### config.mk
export PLATFORM = sky130hd
export DESIGN_NAME = spi_bank_arbiter
export DESIGN_NICKNAME = d
export VERILOG_FILES = /design/src/rtl/spi_bank_arbiter.sv
export SDC_FILE = /design/constraint.sdc
export NUM_CORES = 1
export LEC_CHECK = 0
export BUFFER_PORTS_ARGS = -buffer_cell sky130_fd_sc_hd__buf_2
export CELL_PAD_IN_SITES_DETAIL_PLACEMENT = 0
export CELL_PAD_IN_SITES_GLOBAL_PLACEMENT = 2
export CORE_MARGIN = 3
export CORE_UTILIZATION = 17
export CTS_CLUSTER_DIAMETER = 40
export CTS_CLUSTER_SIZE = 24
export DETAILED_ROUTE_END_ITERATION = 12
export GPL_TIMING_DRIVEN = 1
export PLACE_DENSITY_LB_ADDON = 0.3
export SETUP_SLACK_MARGIN = 0.2
export SLEW_MARGIN = 10
export SYNTH_ARGS = -nofsm -noshare
export SYNTH_HDL_FRONTEND = slang
export SYNTH_SLANG_ARGS = --single-unit
### constraint.sdc
create_clock -name Clk -period 2.48 [get_ports Clk]
set_clock_uncertainty 0.15 [all_clocks]
set_input_delay 0.124 -clock Clk [delete_from_list [all_inputs] [get_ports Clk]]
set_output_delay 0.124 -clock Clk [all_outputs]
set_load 0.02 [all_outputs]
### src/rtl/spi_bank_arbiter.sv
// Purpose: round-robin arbiter + burst sequencer sharing the SPI register bank port among NREQ requesters.
// Latency: Req high in IDLE -> registered Grant next cycle, first Ack that same cycle; len+2 cycles per burst.
// Backpressure: requester holds Req until final Ack; dropping Req mid-burst aborts with no access that cycle.
//
// Ports:
//   Clk, Reset                         clock, synchronous active-high reset
//   Req/Req_WE/Req_Addr/Req_Len/Req_WData   per-requester burst request (4/4/32 bits per requester slice)
//   Grant, Busy                        registered owner one-hot / transfer-in-progress
//   Ack, Last, Rdata                   per-word handshake, final-word flag, read data
//   Data_WE/Data_Addr/Data_Write/Data_Read   shared bank port (Data_Read combinational from Data_Addr)
module spi_bank_arbiter #(
  parameter int NREQ = 4
) (
  input  logic                 Clk,
  input  logic                 Reset,
  input  logic [NREQ-1:0]      Req,
  input  logic [NREQ-1:0]      Req_WE,
  input  logic [4*NREQ-1:0]    Req_Addr,
  input  logic [4*NREQ-1:0]    Req_Len,
  input  logic [32*NREQ-1:0]   Req_WData,
  output logic [NREQ-1:0]      Grant,
  output logic [NREQ-1:0]      Ack,
  output logic                 Last,
  output logic [31:0]          Rdata,
  output logic                 Busy,
  output logic                 Data_WE,
  output logic [31:0]          Data_Addr,
  output logic [31:0]          Data_Write,
  input  logic [31:0]          Data_Read
);

  localparam int PW = (NREQ > 1) ? $clog2(NREQ) : 1;

  localparam logic [0:0] IDLE = 1'b0;
  localparam logic [0:0] XFER = 1'b1;

  logic [0:0]    state;
  logic [PW-1:0] ptr;
  logic [PW-1:0] owner;
  logic [PW-1:0] win;
  logic [PW-1:0] next_ptr;
  logic          found;
  logic          xfer_we;
  logic [3:0]    start_q;
  logic [3:0]    len_q;
  logic [3:0]    count_q;
  logic [3:0]    idx;
  logic          owner_req;
  logic          active;
  logic          final_word;

  // 4-bit sum wraps the word index 15 -> 0 inside a burst
  assign idx        = start_q + count_q;
  assign owner_req  = Req[owner];
  assign active     = (state == XFER) && owner_req;
  assign final_word = (count_q == len_q);
  assign Busy       = (state == XFER);
  assign next_ptr   = (int'(owner) == NREQ - 1) ? '0 : owner + PW'(1);

  // Rotating priority scan starting at ptr; the just-served requester sits last
  always_comb begin
    found = 1'b0;
    win   = '0;
    for (int k = 0; k < NREQ; k++) begin
      if (!found && Req[(int'(ptr) + k) % NREQ]) begin
        found = 1'b1;
        win   = PW'((int'(ptr) + k) % NREQ);
      end
    end
  end

  // Bank access is combinational so a word is accessed in the same cycle it is acked,
  // including the cycle in which Reset is asserted.
  always_comb begin
    Ack        = '0;
    Last       = 1'b0;
    Rdata      = '0;
    Data_WE    = 1'b0;
    Data_Addr  = '0;
    Data_Write = '0;
    if (active) begin
      Ack[owner] = 1'b1;
      Last       = final_word;
      Rdata      = Data_Read;
      Data_WE    = xfer_we;
      if (xfer_we) begin
        // MISO bank decodes a word index, MOSI bank decodes a byte address
        Data_Addr  = {28'b0, idx};
        Data_Write = Req_WData[32*int'(owner) +: 32];
      end else begin
        Data_Addr  = {26'b0, idx, 2'b00};
      end
    end
  end

  always_ff @(posedge Clk) begin
    if (Reset) begin
      state   <= IDLE;
      Grant   <= '0;
      ptr     <= '0;
      owner   <= '0;
      xfer_we <= 1'b0;
      start_q <= '0;
      len_q   <= '0;
      count_q <= '0;
    end else if (state == IDLE) begin
      if (found) begin
        Grant   <= {{(NREQ-1){1'b0}}, 1'b1} << win;
        owner   <= win;
        xfer_we <= Req_WE[win];
        start_q <= Req_Addr[4*int'(win) +: 4];
        len_q   <= Req_Len[4*int'(win) +: 4];
        count_q <= '0;
        state   <= XFER;
      end
    end else begin
      // Completion and abort both return to IDLE and rotate priority past the owner
      if (!owner_req || final_word) begin
        state <= IDLE;
        Grant <= '0;
        ptr   <= next_ptr;
      end else begin
        count_q <= count_q + 4'd1;
      end
    end
  end

endmodule

; Word-level counts from Yosys, hierarchy flattened
; Index checks and enable logic that the tools add are counted.
[classes]
addsub = 6
n_lt_le_gt_ge = 7
eq_ne = 4
shift = 4
mux = 43
n_bitwise = 4
n_reduce_logical = 18
[op_table]
columns = op, count
row1 = $shiftx 128x8->32, 1
row2 = $mux 32, 3
row3 = $shiftx 16x5->4, 2
row4 = $mux 4, 7
row5 = $mux 1, 19
row6 = $bmux 1 s2, 6
row7 = $lt 3x4->1 const B, 3
row8 = $mux 6, 2
row9 = $mux 2, 5
row10 = $lt 2x3->1 const B, 3
row11 = $reduce_and 2->1, 4
row12 = $reduce_or 2->1, 3
row13 = $logic_and 1x1->1, 5
row14 = $add 2x1->2 const B, 2
row15 = $add 2x2->2 const B, 2
row16 = $add 4x1->4 const B, 1
row17 = $add 4x4->4, 1
row18 = $eq 4x4->1, 1
row19 = $logic_not 1->1, 4
row20 = $shl 1x2->4 const A, 1
row21 = $and 1x1->1 const A, 3
row22 = $demux 1 s2, 1
row23 = $eq 2x1->1 const B, 1
row24 = $ge 2x1->1 const B, 1
row25 = 5 further kinds, 5
[word_totals]
reg_bits = 22
elab_cells = 94

; Logic depth before layout (Yosys ltp)
[depth]
word_depth = 17
depth_mapped = 7
ltp_nobuf = 5

; Worst setup path before layout
; Ideal clock, no wire load.
[synth_path]
path_type = register to output
from = register owner[0]
to = output Data_Write[10]
t_arrival_ns = 1.742
t_required_ns = 2.206
path_slack_ns = 0.464
path_stages_with_launch = 7
path_buffers = 3
path_cell_list = dfxtp_1 > buf_6 > mux4_2 > and2_1 > buf_2 > clkbuf_1 > and3_1
[synth_between]
elab_chain_cells = 4
word_cells_on_any_way = 6
classes_between = 1 x shift / 4 x mux / 1 x reduce/logical
[synth_rtl]
columns = item, line_no
row1 = from (decl), 39  ; logic [PW-1:0] owner;
row2 = from (signal assigned), 109  ; owner <= win;
row3 = branches (longest 3 deep; another with $shiftx 128x8->32), -
row4 = $mux 32 *, 81  ; if (active) begin
row5 = to (decl), 28  ; output logic [31:0] Data_Write,
; Mark *: on every way between the ends. The select of a mux whose other input is x is not followed.

; Final worst setup path
[layout_path]
from = register owner[0]
to = output Data_Write[31]
; Same word-level chain as after synthesis.

==> metrics.md <==
| Metric | Value |
|---|---|
| Number of synthesis warnings | 0 |
| Grt total ovfl | 0 |
| Final critical-path setup slack | 285 ps |
| Vias in the first global route | between 3000 and 4000 |
| # rows | 47 |
| Pre-CTS setup slack | 349 ps |
| Die X | between 100 and 150 µm |
| PwrDens | approximately 380 nW/µm² |
| Die area | approximately 19000 µm² |
| Post-CTS Setup Bufs | 0 |
| Die height | 137 µm |
| F_max | ~460 MHz |
| GRT met1 Usage | 0.155 |
| Slew @ Worst Pin | 910 ps |
| Placer congestion estimate | 0.743 |
| Average instance area after synthesis | a little over 9 µm² |
| Clock sink count | 22 |
| CP endpoint kind | output pin |
| Synth top area share | 0.254 |
| Post-synthesis cell type count | 37 |
| Outcome | finished, final reports clean |
| CP startpoint kind | flip-flop |
| Worst-path fanout max | 26 |
| Top_reg_cell synth | dfxtp_1 |
| HPWL Detailed | 11800 µm |
| Top post-synthesis cells by area | mux4_2, and3_1, dfxtp_1 |
| Number of diodes | 0 |
| Async SR Flop Fraction | 0 |
| Synthesized cell area | 2920 µm² |
| Worst vdd ir | about 340 µV |
| Routed length per instance | ~18 µm |
| Kind of critical path | flip-flop to output pin |
| TritonCTS clock tree | yes |
| Layout fillers | 1836 |
| Post-synthesis register bit count | 22 |
| Fin Setup TNS | 0 ps |
| Met3 Track Usage GR | 0.0268 |
| Inserted Clock Buffers | 3 |
| Synth-to-layout area growth | 56.7% |
| Top-count cell post-synth | and3_1 |
| Finish-stage setup viols | 0 |
| Post-synth EDFFs | 0 |
| Cells after Synth | between 300 and 400 |
| RSZ-0062 raised after global routing | false |
| Overall routing resource usage | 0.132 |
| Pin count of the biggest net entering global routing | 41 |
| Post-synth top cells | and3_1, mux4_2, buf_4, clkbuf_1, dfxtp_1 |
| DR iter-0 viols | between 100 and 150 |
| Final max-slew violation count | 0 |
| Worst skew pair latency | 260 ps |
| Met2 usage | 0.254 |
| DRC viols | 0 |
| Slew HR | 0.391 |
| Seq/Total Area, Yosys | 0.151 |
| Clock slew at reported path FFs | 70 ps |
| Grt peak-use layer | met2 |
| Final layout net count | about 800 |
| Maximum clock path buffer count | 2 |
| Leakage power | roughly 2.6 nW |
| Max cap viols | 0 |
| Hold/Removal Path Class | input pin to flip-flop |
| Core area | around 17000 µm² |
| Final period utilization | 0.885 |
| Remaining antenna violation count | 0 |
| WL final | about 14000 µm |
| Tmin final | approximately 2200 ps |
| WP data required | about 2200 ps |
| Starting Density | 0.175 |
| Global-route wire length before repair | 19600 µm |
| Multi-input logic area | 2210 µm² |
| Buffers on Ports | between 200 and 300 |
| DRT Pass-1 Iters | 4 |
| Initial antenna violation count | 1 |
| Via density per instance | roughly 4.3 |
| Via count | approximately 3500 |
| Crit path DAT | between 1500 and 2000 ps |
| Final Hold Fails | 0 |
| Root Driver | clkbuf_16 |
| H-tree depth | 1 |
| Sequential cell area | 443 µm² |
| Layout cell share with drive strength beyond 1 | 0.585 |
| # IOs | just over 300 |
| Synth area leader | mux4_2 |
registers in the layout, summed over array words and instances (netlist names):
name / cells
Grant: 4
count_q: 4
len_q: 4
start_q: 4
owner: 2
ptr: 2
Busy: 1
xfer_we: 1
worst max-delay path, stage by stage (launching register included):
cell and delay [ps]:
dfxtp_2 360, mux4_2 540, and2_1 210, buf_6 170, and3_1 200, buf_2 170
power breakdown:
| part | internal (mW) | leakage [nW] | switching [mW] | total (mW) |
|---|---|---|---|---|
| combinational | 0.406 | 2.33 | 0.469 | 0.876 |
| clock | 0.321 | 0.0511 | 0.141 | 0.461 |
| sequential | 0.389 | 0.182 | 0.0339 | 0.423 |
| total | 1.12 | 2.56 | 0.644 | 1.76 |
timing repair:
item,CTS,global route
hold buffers,0,0
endpoints found under the setup margin,0,6
gates resized for setup,0,2
layout make-up:
type,instances,area share
inverter,5,0.00410
sequential,22,0.0968
multi-input combinational,253,0.482
clock inverter,1,0.00656
tap,220,0.0601
timing repair buffer,292,0.334
clock buffer,3,0.0164
layer usage:
layer / routed length, µm / share of wire / vias up
li1: - / - / 1681
met2: 7430 / 0.53 / 162
met4: 47 / 0.0033 / 2
met5: 13 / 0.00092 / -
met3: 1220 / 0.086 / 6
met1: 5400 / 0.38 / 1607
final timing paths:
kind	startpoint	endpoint	slack, ps	depth (start not counted)
max	owner[0]	Data_Write[31]	290	5
max reg2reg	ptr[1]	start_q[2]	460	6
min	Req_Addr[14]	start_q[2]	60	3
min reg2reg	ptr[0]	ptr[0]	360	2
stage by stage:
step | util | std cells | total power [mW] | hold WS, ps | cell area [µm²]
after CTS | 0.274 | 796 | 1.78 | 63.5 | 4570
after global routing | 0.274 | 796 | 1.87 | 93.5 | 4580
after floorplan | - | 342 | 1.00 | 150 | 3020
final | 0.274 | 796 | 1.76 | 62.6 | 4580
after global placement | 0.267 | 792 | 1.30 | 329 | 4470
after detailed placement | 0.267 | 792 | 1.32 | 327 | 4470
cell usage in the layout (no fill, tap or decap), drive strengths merged:
master,instances
ha,8
dfxtp,22
nor4,1
nor3,6
buf,292
a21bo,1
fa,1
and2,1
o21ba,2
nand2,6
a2111oi,9
a21o,2
mux2i,11
o21bai,9
a21oi,9
nor3b,9
o221a,1
and3,73
o32ai,1
a211oi,11
bufinv,1
conb,26
a21boi,1
a32oi,2
o22a,1
or3,1
nor2,10
xor2,2
inv,5
clkbuf,3
nand3,5
or2,3
mux4,33
xnor2,7
nand4,1
kinds of logic (layout without fill, tap and decap cells):
logic type | after synthesis | count (layout) | synth area share
and+or+nand+nor | 116 | 116 | 0.234
buffers and inverters | 67 | 301 | 0.126
AOI/OAI and AO/OA | 49 | 49 | 0.128
muxes | 44 | 44 | 0.292
DFF | 22 | 22 | 0.151
adders and majority gates | 9 | 9 | 0.0411
xor gates and xnor gates | 9 | 9 | 0.0270
other | 1 | 26 | 0.00128
No activity file was read; power rests on OpenSTA's default activity.
